[config.mk]
export PLATFORM = sky130hd
export DESIGN_NAME = serial_adder_sub
export DESIGN_NICKNAME = d
export VERILOG_FILES = /design/src/rtl/serial_adder_sub.sv
export SDC_FILE = /design/constraint.sdc
export NUM_CORES = 1
export LEC_CHECK = 0
export CAP_MARGIN = 25
export CORE_AREA = 3 3 64 81
export CTS_CLUSTER_DIAMETER = 100
export DETAILED_ROUTE_END_ITERATION = 8
export DIE_AREA = 0 0 67 84
export PLACE_DENSITY_LB_ADDON = 0.1
export SYNTH_ARGS = -nofsm -noshare
export SYNTH_HDL_FRONTEND = slang
export SYNTH_SLANG_ARGS = --single-unit
[constraint.sdc]
create_clock -name clk -period 3.4 [get_ports clk]
set_clock_uncertainty 0.1 [all_clocks]
set_input_delay 0.85 -clock clk [delete_from_list [all_inputs] [get_ports clk]]
set_output_delay 0.85 -clock clk [all_outputs]
set_load 0.01 [all_outputs]
[src/rtl/serial_adder_sub.sv]
// serial_adder_sub: bit-serial (or slice-serial) adder/subtractor with
// valid/ready handshakes on both operand and result sides.
//
// An operation is accepted in IDLE, then processed BITS_PER_CYCLE bits per
// clock, LSB slice first, with the carry chained between slices. After
// WIDTH/BITS_PER_CYCLE cycles the result is registered and held in DONE
// until the consumer takes it.
//
// Ports:
//   clk        sole clock, rising edge
//   rstn       asynchronous active-low reset
//   in_valid   operands/mode valid          in_ready   block accepts operands
//   A, B       operands (WIDTH bits)        Ci         carry-in / borrow-in
//   Sub        0 = add, 1 = subtract
//   out_valid  result valid                 out_ready  consumer takes result
//   Sum        result (WIDTH bits)          Cout       raw carry out of MSB
//   Ovf        two's-complement overflow    busy       high while in RUN
module serial_adder_sub #(
  parameter int WIDTH          = 8,
  parameter int BITS_PER_CYCLE = 1
) (
  input  logic             clk,
  input  logic             rstn,
  input  logic             in_valid,
  output logic             in_ready,
  input  logic [WIDTH-1:0] A,
  input  logic [WIDTH-1:0] B,
  input  logic             Ci,
  input  logic             Sub,
  output logic             out_valid,
  input  logic             out_ready,
  output logic [WIDTH-1:0] Sum,
  output logic             Cout,
  output logic             Ovf,
  output logic             busy
);

  localparam int BPC   = BITS_PER_CYCLE;
  localparam int N     = (BPC > 0) ? (WIDTH / BPC) : 1;
  localparam int CNT_W = (N > 1) ? $clog2(N) : 1;
  localparam logic [CNT_W-1:0] LAST = CNT_W'(N - 1);

  // Elaboration-time parameter legality checks.
  if (WIDTH < 2) begin : g_bad_width
    $error("serial_adder_sub: WIDTH must be >= 2");
  end
  if ((BPC < 1) || (BPC > WIDTH) || ((WIDTH % BPC) != 0)) begin : g_bad_bpc
    $error("serial_adder_sub: BITS_PER_CYCLE must divide WIDTH exactly");
  end

  typedef enum logic [1:0] {
    ST_IDLE = 2'd0,
    ST_RUN  = 2'd1,
    ST_DONE = 2'd2
  } state_t;

  state_t           r_state;
  state_t           w_state_nxt;
  logic             w_accept;
  logic             w_finish;

  logic             r_in_ready;
  logic             r_out_valid;
  logic             r_busy;

  logic [WIDTH-1:0] r_a;
  logic [WIDTH-1:0] r_b;       // already inverted for subtract
  logic             r_carry;
  logic [CNT_W-1:0] r_cnt;
  logic [WIDTH-1:0] r_acc;     // result slices shifted in from the top

  logic [WIDTH-1:0] r_sum;
  logic             r_cout;
  logic             r_ovf;

  logic [BPC:0]     w_slice;
  logic             w_c_msb_in;
  logic [WIDTH-1:0] w_a_nxt;
  logic [WIDTH-1:0] w_b_nxt;
  logic [WIDTH-1:0] w_acc_nxt;

  // One slice of the addition, including its carry out in the top bit.
  assign w_slice = {1'b0, r_a[BPC-1:0]} + {1'b0, r_b[BPC-1:0]}
                 + {{BPC{1'b0}}, r_carry};

  // Carry into the slice MSB recovered from a ^ b ^ sum at that bit; on the
  // last slice this is the carry into the word MSB.
  assign w_c_msb_in = r_a[BPC-1] ^ r_b[BPC-1] ^ w_slice[BPC-1];

  // Operand shift and result assembly; a single-slice word needs no shifting.
  if (BPC == WIDTH) begin : g_one_slice
    assign w_a_nxt   = {WIDTH{1'b0}};
    assign w_b_nxt   = {WIDTH{1'b0}};
    assign w_acc_nxt = w_slice[BPC-1:0];
  end else begin : g_multi_slice
    assign w_a_nxt   = {{BPC{1'b0}}, r_a[WIDTH-1:BPC]};
    assign w_b_nxt   = {{BPC{1'b0}}, r_b[WIDTH-1:BPC]};
    assign w_acc_nxt = {w_slice[BPC-1:0], r_acc[WIDTH-1:BPC]};
  end

  // Next-state logic and handshake qualifiers.
  always_comb begin
    w_state_nxt = r_state;
    w_accept    = 1'b0;
    w_finish    = 1'b0;
    case (r_state)
      ST_IDLE: begin
        if (in_valid && r_in_ready) begin
          w_accept    = 1'b1;
          w_state_nxt = ST_RUN;
        end else begin
          w_state_nxt = ST_IDLE;
        end
      end
      ST_RUN: begin
        if (r_cnt == LAST) begin
          w_finish    = 1'b1;
          w_state_nxt = ST_DONE;
        end else begin
          w_state_nxt = ST_RUN;
        end
      end
      ST_DONE: begin
        if (r_out_valid && out_ready) begin
          w_state_nxt = ST_IDLE;
        end else begin
          w_state_nxt = ST_DONE;
        end
      end
      default: begin
        w_state_nxt = ST_IDLE;
      end
    endcase
  end

  // State register and registered status outputs derived from next state,
  // so in_ready only rises on the first edge after reset release.
  always_ff @(posedge clk or negedge rstn) begin
    if (!rstn) begin
      r_state     <= ST_IDLE;
      r_in_ready  <= 1'b0;
      r_out_valid <= 1'b0;
      r_busy      <= 1'b0;
    end else begin
      r_state     <= w_state_nxt;
      r_in_ready  <= (w_state_nxt == ST_IDLE);
      r_out_valid <= (w_state_nxt == ST_DONE);
      r_busy      <= (w_state_nxt == ST_RUN);
    end
  end

  // Operand capture on accept and slice-by-slice processing in RUN.
  always_ff @(posedge clk or negedge rstn) begin
    if (!rstn) begin
      r_a     <= {WIDTH{1'b0}};
      r_b     <= {WIDTH{1'b0}};
      r_carry <= 1'b0;
      r_cnt   <= {CNT_W{1'b0}};
      r_acc   <= {WIDTH{1'b0}};
    end else if (w_accept) begin
      r_a     <= A;
      r_b     <= B ^ {WIDTH{Sub}};
      r_carry <= Ci ^ Sub;
      r_cnt   <= {CNT_W{1'b0}};
      r_acc   <= {WIDTH{1'b0}};
    end else if (r_state == ST_RUN) begin
      r_a     <= w_a_nxt;
      r_b     <= w_b_nxt;
      r_carry <= w_slice[BPC];
      r_cnt   <= r_cnt + CNT_W'(1);
      r_acc   <= w_acc_nxt;
    end else begin
      r_a     <= r_a;
      r_b     <= r_b;
      r_carry <= r_carry;
      r_cnt   <= r_cnt;
      r_acc   <= r_acc;
    end
  end

  // Result registers load only on the RUN -> DONE transition.
  always_ff @(posedge clk or negedge rstn) begin
    if (!rstn) begin
      r_sum  <= {WIDTH{1'b0}};
      r_cout <= 1'b0;
      r_ovf  <= 1'b0;
    end else if (w_finish) begin
      r_sum  <= w_acc_nxt;
      r_cout <= w_slice[BPC];
      r_ovf  <= w_slice[BPC] ^ w_c_msb_in;
    end else begin
      r_sum  <= r_sum;
      r_cout <= r_cout;
      r_ovf  <= r_ovf;
    end
  end

  assign in_ready  = r_in_ready;
  assign out_valid = r_out_valid;
  assign busy      = r_busy;
  assign Sum       = r_sum;
  assign Cout      = r_cout;
  assign Ovf       = r_ovf;

endmodule

# Word-level counts from Yosys, hierarchy flattened
# Cells that the tools add are included.
[word_totals]
ff_bits = 43
word_cells = 48
[op_classes]
addsub = 3
n_eq_ne = 5
mux = 18
bitwise_logic = 5
reduce_logical = 5
[ops]
columns = ["op", "n"]
rows = [
  ["2-to-1 mux 8 bit", 6],
  ["XOR 8 bit", 1],
  ["2-to-1 mux 1 bit", 7],
  ["2-to-1 mux 3 bit", 2],
  ["one-hot mux 2 bit (3 select lines)", 1],
  ["equality test 2 x 1 -> 1 bit, second input constant", 2],
  ["equality test 2 bit, second input constant", 2],
  ["logical NOT 2 bit", 2],
  ["2-to-1 mux 2 bit", 2],
  ["XOR 1 bit", 4],
  ["adder 3 x 1 -> 3 bit, second input constant", 1],
  ["equality test 3 bit, second input constant", 1],
  ["adder 1 x 1 -> 2 bit", 1],
  ["adder 2 x 1 -> 2 bit", 1],
  ["logical AND 1 bit", 2],
  ["nonzero test 2 bit", 1],
]

# Logic depth before layout (Yosys ltp)
# Gate-level depths: netlist (run 1).
[logic_depth]
depth_word = 4
depth_mapped = 6
mapped_depth_nobuf = 5

# Least setup slack after synthesis (run 1)
# Ideal clock, no wire load.
[synth_path]
path_kind = "register to register"
start = "register r_cnt[0]"
end = "register r_sum[5], in the netlist Sum[5]"
setup_ns = 0.125
t_arrival_ns = 1.403
path_slack_ns = 1.773
path_stages_with_launch = 6
n_path_buf = 1
period_less_slack_ns = 1.627
cell_sequence = "dfrtp_1 ha_1 ha_1 nand3b_4 buf_2 mux2_2"
[synth_via]
elab_chain_cells = 3
[synth_rtl]
columns = ["item", "line_no", "source"]
rows = [
  ["start: declaration", "69", "logic [CNT_W-1:0] r_cnt;"],
  ["start signal: assignment", "158", "r_cnt <= {CNT_W{1'b0}};"],
  ["start signal: assignment", "164", "r_cnt <= {CNT_W{1'b0}};"],
  ["start signal: assignment", "170", "r_cnt <= r_cnt + CNT_W'(1);"],
  ["equality test 3 bit", "116", "if (r_cnt == LAST) begin"],
  ["2-to-1 mux 1 bit", "116", ""],
  ["2-to-1 mux 1 bit", "106", "case (r_state)"],
  ["end signal: assignment", "184", "r_sum <= {WIDTH{1'b0}};"],
  ["end signal: assignment", "188", "r_sum <= w_acc_nxt;"],
  ["end signal: assignment", "192", "r_sum <= r_sum;"],
  ["end: declaration", "72", "logic [WIDTH-1:0] r_sum;"],
]
# No other way between the ends.
# A chain may end at the register's enable or synchronous reset.

# Final worst setup path (run 1)
[layout_path]
start = "register r_in_ready, in the netlist in_ready"
end = "output port in_ready"
[layout_rtl]
columns = ["item", "line_no", "source"]
rows = [
  ["start: declaration", "62", "logic r_in_ready;"],
  ["start signal: assignment", "146", "r_in_ready <= (w_state_nxt == ST_IDLE);"],
  ["end: declaration", "25", "output logic in_ready,"],
]
# No word-level cell between the ends.

==> run_results.csv, run 1 <==
group,metric,value,unit
run_status,status,"finished, final reports clean",
synthesis,synth_seq_cells,42,
sta,relSlewSlack,0.657,
floorplanning,die_width,67,um
power,p_seq_frac,0.403,
critical_path,crit_arrival,1.20,ns
sta,fin_crit_sh,0.632,
sta,setup_viol,0,
power,combPwrFrac,0.418,
cts,cts_buffers,5,
grt,grtUsageTotal,0.142,
cts,clkSinkCount,42,
power,power_density,901,nW/um2
critical_path,crit_buf_inv,1,
critical_path,cp.required,2.45,ns
grt,grt_antenna_before_repair,0,
layout,antennaDiodeCount,0,
layout,drive_gt1_frac,0.0909,
critical_path,path_delay_family,"buffers and inverters",
placement,place_hpwl,2.35,mm
synthesis,yosys_warnings,0,
sta,rsz0062_at_grt,"no",
detailed_routing,via_per_inst,5.02,
grt,grt_util_met2,0.227,
floorplanning,io_pins,35,
sta,fmax,465,MHz
critical_path,critPathKind,"reg2out",
placement,io_buffers,34,
synthesis,syn_area,1890,um2
critical_path,critPathMaxFanout,3,
sta,final_max_slew_viol_count,0,
critical_path,cp_slowest_stage_delay,0.54,ns
detailed_routing,remaining_drc_errors,0,
layout,seqCellArea,1050,um2
power,vdd_drop_max,0.305,mV
floorplanning,coreArea,4460,um2
critical_path,cp_cell_sequence,"clkdlybuf4s50_1",
power,p_sw,754,uW
grt,grt_pass1_vias,1314,
synthesis,synthAdderAreaFrac,0.0238,
detailed_routing,ant_nets,0,
synthesis,yosys.area_share.xor_xnor,0.0556,
sta,hold_violations,0,
floorplanning,initial_core_util,0.424,
layout,fillers,418,
synthesis,avgSynthCellArea,10.1,um2
detailed_routing,vias,1396,
cts,cts.clk_slew.worst_paths,0.08,ns
power,p_leak,0.00110,uW
power,switching_share,0.353,
grt,grt_overflow,0,
synthesis,postSynthCellCount,187,
cts,clkLatencyLatePin,0.29,ns
synthesis,synthMuxAreaShare,0.0417,
critical_path,setup.worst_path.start,"in_ready",
detailed_routing,routedWlPerCell,13.1,um
cts,cts_root_buf,"clkbuf_8",
floorplanning,rows,27,
synthesis,synth_edf_count,0,
cts,post_cts_resized,0,
flow_run,drv_cap,0,
grt,met3_usage,0.0377,
layout,multi_input_area,754,um2
synthesis,synth_flop_cell,"dfrtp_1",
power,clockPowerShare,0.179,
floorplanning,floorplan.die.height,84,um
synthesis,synth_top_family_by_area,"simple AND/OR/NAND/NOR gates",
grt,busiest_layer,"met2",
grt,grt_max_degree,43,
synthesis,synth_compound_area_frac,0.0761,
detailed_routing,firstDrtPassIters,4,
sta,tightest_slew,0.515,ns
synthesis,synth-seq-area-share,0.556,
floorplanning,die_area,5630,um2
power,internal_power,1380,uW
critical_path,slowest_stage,"clkdlybuf4s50_1",
cts,htree_levels,2,
synthesis,synthSimpleGateAreaFrac,0.202,
sta,fin_crit,2.15,ns
cts,post_cts_buffers,0,
cts,clockBufferDepth,2,
synthesis,synth_nets,212,
critical_path,worstSetupEndpointType,"output pin",
layout,mostFrequentLayoutCells,"nand2_1 (50), dfrtp_1 (42), clkdlybuf4s50_1 (33)",
synthesis,ys_types,29,
worst_hold_path,min_path_type,"in2async",
layout,layout_commonest_cell,"nand2_1",
cts,ctsHoldBuffers,0,
critical_path,start_kind,"register",
layout,synthToLayoutAreaGrowth,25.5,%
layout,final_nets,244,
detailed_routing,drt_iter0_markers,88,
detailed_routing,drt_wl_total,3.64,mm
layout,final_util,0.532,
grt,met1_usage,0.182,
critical_path,rr_startpoint,"r_a[0]",
cts,cts_tree,"done",
synthesis,synthArstFlopShare,1.00,
sta,setup_tns,0,ns
placement,gp_congestion,0.706,
grt,grt_pass1_wl,6.08,mm
cell usage after synthesis (2+ instances only):
library cell	instances	share of area
a31oi_1	13	0.043
buf_2	4	0.011
buf_4	5	0.020
dfrtp_1	42	0.56
ha_1	2	0.013
inv_1	3	0.0060
mux2_2	7	0.042
nand2_1	50	0.099
nand3_1	12	0.032
nor2_1	13	0.026
o21ai_0	8	0.021
xnor2_1	5	0.023
xor2_1	7	0.032
cell type report:
type | instances | area share
Clock buffer | 7 | 0.0322
Clock inverter | 1 | 0.0127
Inverter | 3 | 0.00474
Multi-Input combinational cell | 130 | 0.318
Sequential cell | 42 | 0.443
Tap cell | 58 | 0.0306
Timing Repair Buffer | 37 | 0.159
sequential cells by signal (all words and copies together), names as in the netlist:
signal     flops
Sum            8
r_a            8
r_b            8
r_acc          7
r_cnt          3
r_state        2
Cout           1
Ovf            1
busy           1
in_ready       1
out_valid      1
r_carry        1
kinds of logic (layout without fill, tap and decap cells):
family,count (synthesis),count (layout)
AND/OR/NAND/NOR,84,84
flip-flops,42,42
AO/OA/AOI/OAI,24,24
buffers and inverters,15,48
XOR/XNOR,12,12
multiplexers,7,7
adder cells (fa/ha/maj),3,3
per-stage QoR:
step | setup WS, ns | hold WS (ns) | cell area (um2) | cells | total power, uW
floorplan | 1.77 | 0.356 | 1890 | 187 | 1480
global placement | 1.20 | 0.362 | 2230 | 268 | 1710
detailed placement | 1.17 | 0.374 | 2230 | 268 | 1750
CTS | 1.24 | 0.393 | 2340 | 276 | 2150
global route | 1.21 | 0.259 | 2370 | 278 | 2310
finish | 1.25 | 0.264 | 2370 | 278 | 2140
worst paths after layout:
check / to / slack, ns / cells past startpoint
max: in_ready / 1.25 / 1
min: r_a[1] / 0.26 / 1
max reg2reg: Ovf / 1.77 / 5
min reg2reg: Sum[7] / 0.39 / 2
max in group asynchronous: r_b[2] / 2.51 / 2
min in group clk: Sum[7] / 0.39 / 2
power by group through the flow:
stage / Sequential (uW) / Combinational [uW] / Clock (uW)
floorplan: 874 / 602 / 0
global placement: 862 / 850 / 0
detailed placement: 875 / 879 / 0
CTS: 864 / 886 / 400
global route: 894 / 992 / 419
finish: 861 / 893 / 384
metal layers:
layer	up-vias	wire, um	share of wire
li1	685	-	-
met1	664	1600	0.44
met2	43	1800	0.49
met5	-	0	0
met4	0	44	0.012
met3	4	197	0.054
Power figures use the tool's default switching activity.
==> inputs of run 2 (changes only) <==
==> constraint.sdc (replaced) <==
create_clock -name clk -period 1.9 [get_ports clk]
set_clock_uncertainty 0.1 [all_clocks]
set_input_delay 0.475 -clock clk [delete_from_list [all_inputs] [get_ports clk]]
set_output_delay 0.475 -clock clk [all_outputs]
set_load 0.01 [all_outputs]
==> run 2 against run 1 <==
Against the previous run: wire length increased by 1.0%; critical path type unchanged; highest routed layer unchanged; non-clock buffer count increased by 3; final cell count increased by 1.1%; largest cell class unchanged; sequential cell count unchanged; design area increased by 0.74%.
==> run_results.csv, run 2 (synthesized netlist as in run 1, its figures left out) <==
group,metric,value,unit
grt,grt_pass1_vias,1384,
detailed_routing,drt_iter0_markers,50,
layout,antennaDiodeCount,0,
cts,cts_tree,"done",
sta,hold_violations,0,
grt,grtUsageTotal,0.144,
power,combPwrFrac,0.418,
critical_path,slowest_stage,"clkdlybuf4s50_1",
placement,place_hpwl,2.61,mm
cts,post_cts_buffers,0,
critical_path,rr_startpoint,"r_b[0]",
layout,layout_commonest_cell,"nand2_1",
cts,cts_buffers,5,
flow_run,drv_cap,0,
floorplanning,die_area,5630,um2
detailed_routing,ant_nets,0,
critical_path,r2r_cells,5,
critical_path,r2r_slack,0.25,ns
floorplanning,initial_core_util,0.424,
critical_path,crit_buf_inv,1,
sta,tightest_slew,0.463,ns
power,internal_power,2480,uW
cts,clockBufferDepth,2,
cts,htree_levels,2,
critical_path,start_kind,"register",
sta,setup_viol,0,
detailed_routing,vias,1403,
critical_path,path_delay_family,"buffers and inverters",
power,switching_share,0.354,
worst_hold_path,min_path_type,"in2async",
grt,grt_pass1_wl,6.26,mm
cts,ctsHoldBuffers,0,
detailed_routing,drt_wl_total,3.68,mm
power,clockPowerShare,0.180,
detailed_routing,firstDrtPassIters,4,
critical_path,crit_arrival,1.20,ns
placement,gp_congestion,0.750,
sta,relSlewSlack,0.691,
grt,grt_antenna_before_repair,0,
floorplanning,rows,27,
cts,cts.clk_slew.worst_paths,0.08,ns
power,p_seq_frac,0.402,
layout,final_nets,247,
layout,final_util,0.536,
power,power_density,1600,nW/um2
layout,mostFrequentLayoutCells,"nand2_1 (50), dfrtp_1 (42), clkdlybuf4s50_1 (33)",
critical_path,worstReg2RegEnd,"Ovf",
run_status,status,"finished, final reports clean",
detailed_routing,remaining_drc_errors,0,
grt,grt_max_degree,27,
sta,setup_tns,0,ns
placement,io_buffers,34,
cts,clkSinkCount,42,
critical_path,worstSetupEndpointType,"output pin",
grt,grt_overflow,0,
sta,final_max_slew_viol_count,0,
detailed_routing,via_per_inst,4.99,
floorplanning,die_width,67,um
layout,synthToLayoutAreaGrowth,26.5,%
floorplanning,coreArea,4460,um2
critical_path,critPathMaxFanout,3,
cts,clkLatencyLatePin,0.29,ns
critical_path,critPathKind,"reg2out",
critical_path,cp_cell_sequence,"clkdlybuf4s50_1",
layout,drive_gt1_frac,0.112,
power,vdd_drop_max,0.620,mV
sta,fmax,565,MHz
cts,post_cts_resized,0,
detailed_routing,routedWlPerCell,13.1,um
layout,fillers,442,
floorplanning,floorplan.die.height,84,um
floorplanning,io_pins,35,
power,p_leak,0.00112,uW
power,p_sw,1360,uW
sta,hold_ws,0.0231,ns
critical_path,cp.required,1.32,ns
critical_path,cp_slowest_stage_delay,0.54,ns
sta,rsz0062_at_grt,"no",
sta,fin_crit_sh,0.932,
sta,fin_crit,1.77,ns
cts,cts_root_buf,"clkbuf_8",
[run 2: changes by cell type in the layout (fill, tap and decap cells not counted), sizes merged]
cell,before,now
clkinv,0,2
clkbuf,7,5
buf,4,7
[run 2: how the worst max path moves through the flow]
stage / cells past startpoint / endpoint / from
finish: 1 / in_ready / in_ready
global placement: 4 / r_a[0] / in_valid
global route: 1 / Sum[6] / Sum[6]
detailed placement: 4 / r_a[0] / in_valid
floorplan: 5 / Sum[5] / r_cnt[0]
CTS: 1 / in_ready / in_ready
[run 2: worst register-to-register path: cells and delay by family, from the launching register on]
| family | cells | cell delay, ns |
|---|---|---|
| adder cells (fa/ha/maj) | 1 | 0.53 |
| flip-flops | 1 | 0.40 |
| buffers and inverters | 1 | 0.08 |
| AO/OA/AOI/OAI | 1 | 0.08 |
| XOR/XNOR | 2 | 0.35 |
[run 2: per-stage QoR]
stage	instances	instance area (um2)	worst slack, ns	total power (uW)
after floorplan	187	1890	0.273	2640
after global placement	273	2280	0.115	3110
after detailed placement	273	2280	0.0970	3190
after CTS	281	2390	0.109	3890
after global routing	281	2390	0.0833	4140
final	281	2390	0.129	3840
[run 2: final cells by class]
class	count	area, um2	share of cell area
timing repair buffer	40	393	0.164
clock inverter	3	40.0	0.0167
tap	58	72.6	0.0304
sequential	42	1050	0.440
multi-input combinational	130	754	0.316
inverter	3	11.3	0.00471
clock buffer	5	68.8	0.0288
[run 2: power by group through the flow]
stage | Combinational (uW) | Clock (uW) | Sequential (uW)
2_1_floorplan | 1080 | 0 | 1560
3_3_place_gp | 1570 | 0 | 1540
3_5_place_dp | 1630 | 0 | 1560
4_1_cts | 1640 | 708 | 1550
5_1_grt | 1810 | 737 | 1590
6_report | 1610 | 689 | 1540
[run 2: layer usage]
metal,vias to the layer above,routed length [um],global-route usage
met1,676,1610,0.174
met3,6,150,0.0323
li1,693,-,-
met2,28,1860,0.246
met5,-,0,0
met4,0,53,0.0498
==> inputs of run 3 (changes only) <==
--- a/config.mk
+++ b/config.mk
@@ -5,11 +5,14 @@
 export SDC_FILE = /design/constraint.sdc
 export NUM_CORES = 1
 export LEC_CHECK = 0
+export ABC_CLOCK_PERIOD_IN_PS = 1900
 export CAP_MARGIN = 25
 export CORE_AREA = 3 3 64 81
+export CTS_BUF_LIST = sky130_fd_sc_hd__clkbuf_8
 export CTS_CLUSTER_DIAMETER = 100
 export DETAILED_ROUTE_END_ITERATION = 8
 export DIE_AREA = 0 0 67 84
+export GPL_TIMING_DRIVEN = 0
 export PLACE_DENSITY_LB_ADDON = 0.1
 export SYNTH_ARGS = -nofsm -noshare
 export SYNTH_HDL_FRONTEND = slang
==> run 3 against run 2 <==
Against the previous run: sequential power hardly changed; clock power is 26% higher; design area is 2.8% higher; sequential cell count stayed put; first-iteration DRC count is 34% higher; die area stayed put; worst hold slack better by 0.012 ns; sequential share of layout area is 1.2 points lower; non-clock buffer count is 6 higher; core utilization is 1.5 points higher; count of clock-buffer cells in the layout is 1 higher; wire length is 4.4% higher; largest power group unchanged.
==> run_results.csv, run 3 (synthesized netlist as in run 1, its figures left out) <==
group,metric,value,unit
run_status,status,"finished, final reports clean",
placement,io_buffers,33,
sta,relSlewSlack,0.668,
cts,post_cts_resized,0,
layout,finalNonFillerCells,287,
grt,met1_usage,0.190,
layout,final_nets,253,
critical_path,worstSetupEndpointType,"output pin",
cts,post_cts_buffers,0,
power,combPwrFrac,0.408,
cts,ctsHoldBuffers,0,
power,switching_share,0.341,
power,vdd_drop_max,0.566,mV
critical_path,start_kind,"register",
critical_path,critPathMaxFanout,3,
power,p_leak,0.00115,uW
flow_run,drv_cap,0,
critical_path,crit_arrival,1.21,ns
detailed_routing,drt_wl_total,3.84,mm
grt,grtUsageTotal,0.151,
grt,grt_util_met2,0.248,
sta,hold_ws,0.0347,ns
critical_path,crit_buf_inv,1,
grt,grt_pass1_vias,1435,
floorplanning,floorplan.die.height,84,um
sta,hold_violations,0,
grt,met3_usage,0.0364,
critical_path,rr_startpoint,"r_cnt[0]",
cts,cts_tree,"done",
floorplanning,coreArea,4460,um2
grt,grt_max_degree,25,
sta,setup_viol,0,
grt,grt_pass1_wl,6.52,mm
critical_path,slowest_stage,"clkdlybuf4s50_1",
sta,tightest_slew,0.499,ns
critical_path,r2r_slack,0.15,ns
critical_path,critPathKind,"reg2out",
critical_path,worstReg2RegEnd,"Sum[5]",
detailed_routing,drt_iter0_markers,67,
placement,placed_cell_area,2320,um2
power,clockPowerShare,0.212,
cts,clkLatencyLatePin,0.29,ns
cts,cts_root_buf,"clkbuf_8",
cts,htree_levels,2,
placement,place_hpwl,2.82,mm
sta,fin_crit_sh,0.940,
cts,cts_buffers,5,
cts,cts.clk_slew.worst_paths,0.08,ns
layout,mostFrequentLayoutCells,"nand2_1 (50), dfrtp_1 (42), clkdlybuf4s50_1 (32)",
critical_path,cp.required,1.32,ns
sta,fin_crit,1.79,ns
critical_path,path_delay_family,"buffers and inverters",
floorplanning,die_width,67,um
detailed_routing,firstDrtPassIters,4,
power,power_density,1660,nW/um2
worst_hold_path,min_path_type,"in2async",
sta,rsz0062_at_grt,"no",
grt,grt_overflow,0,
critical_path,cp_slowest_stage_delay,0.54,ns
detailed_routing,remaining_drc_errors,0,
detailed_routing,vias,1417,
sta,final_max_slew_viol_count,0,
placement,gp_congestion,0.773,
critical_path,cp-endpoint,"in_ready",
layout,drive_gt1_frac,0.135,
sta,fmax,560,MHz
floorplanning,initial_core_util,0.424,
layout,layout_commonest_cell,"nand2_1",
critical_path,cp_cell_sequence,"clkdlybuf4s50_1",
detailed_routing,routedWlPerCell,13.4,um
layout,fin_area,2460,um2
floorplanning,die_area,5630,um2
layout,fillers,428,
critical_path,setup.worst_path.start,"in_ready",
grt,busiest_layer,"met2",
floorplanning,rows,27,
power,p_seq_frac,0.380,
floorplanning,io_pins,35,
sta,setup_tns,0,ns
cts,clockBufferDepth,2,
layout,synthToLayoutAreaGrowth,30.0,%
critical_path,cp.depth,1,
detailed_routing,ant_nets,0,
power,internal_power,2690,uW
cts,clkSinkCount,42,
layout,antennaDiodeCount,0,
placement,dp_cells,279,
detailed_routing,via_per_inst,4.94,
power,p_sw,1390,uW
critical_path,r2r_cells,5,
grt,grt_antenna_before_repair,0,
run 3: cell count changes in the layout (fill, tap and decap cells not counted):
cell,delta
buf_2,+4
clkbuf_1,+1
clkbuf_2,+1
clkdlybuf4s50_1,-1
buf_12,-1
clkinv_2,-2
clkbuf_8,+1
bufinv_16,+1
clkbuf_4,+1
buf_16,+1
run 3: worst min path at each step:
stage / depth (start not counted) / end / slack, ns
2_1_floorplan: 0 / Cout / 0.08
3_3_place_gp: 2 / Ovf / 0.36
3_5_place_dp: 1 / Cout / 0.37
4_1_cts: 1 / Cout / 0.04
5_1_grt: 1 / r_a[0] / 0.06
6_report: 1 / Cout / 0.03
run 3: metrics by stage:
stage	worst slack, ns	utilization	total power [uW]
after floorplan	0.273	-	2640
after global placement	-0.801	0.514	3190
after detailed placement	0.0812	0.519	3250
after CTS	0.104	0.551	4130
after global routing	0.0673	0.551	4400
final	0.115	0.551	4080
run 3: power groups by stage:
| stage | Clock (uW) | Combinational, uW | Sequential [uW] |
|---|---|---|---|
| after CTS | 885 | 1700 | 1550 |
| final | 866 | 1660 | 1550 |
| after global routing | 922 | 1880 | 1600 |
| after floorplan | 0 | 1080 | 1560 |
| after detailed placement | 0 | 1690 | 1560 |
| after global placement | 0 | 1650 | 1540 |
run 3: area by class of cell:
type / count / area [um2] / area share
tap: 58 / 72.6 / 0.0295
sequential: 42 / 1050 / 0.427
inverter: 3 / 11.3 / 0.00458
clock inverter: 2 / 60.1 / 0.0244
multi-input combinational: 130 / 754 / 0.307
buffer: 12 / 73.8 / 0.0300
timing repair buffer: 34 / 353 / 0.144
clock buffer: 6 / 82.6 / 0.0336
run 3: layer usage:
layer | part of all wire | up-vias
met2 | 0.49 | 33
li1 | - | 705
met1 | 0.45 | 673
met5 | 0 | -
met3 | 0.043 | 6
met4 | 0.016 | 0
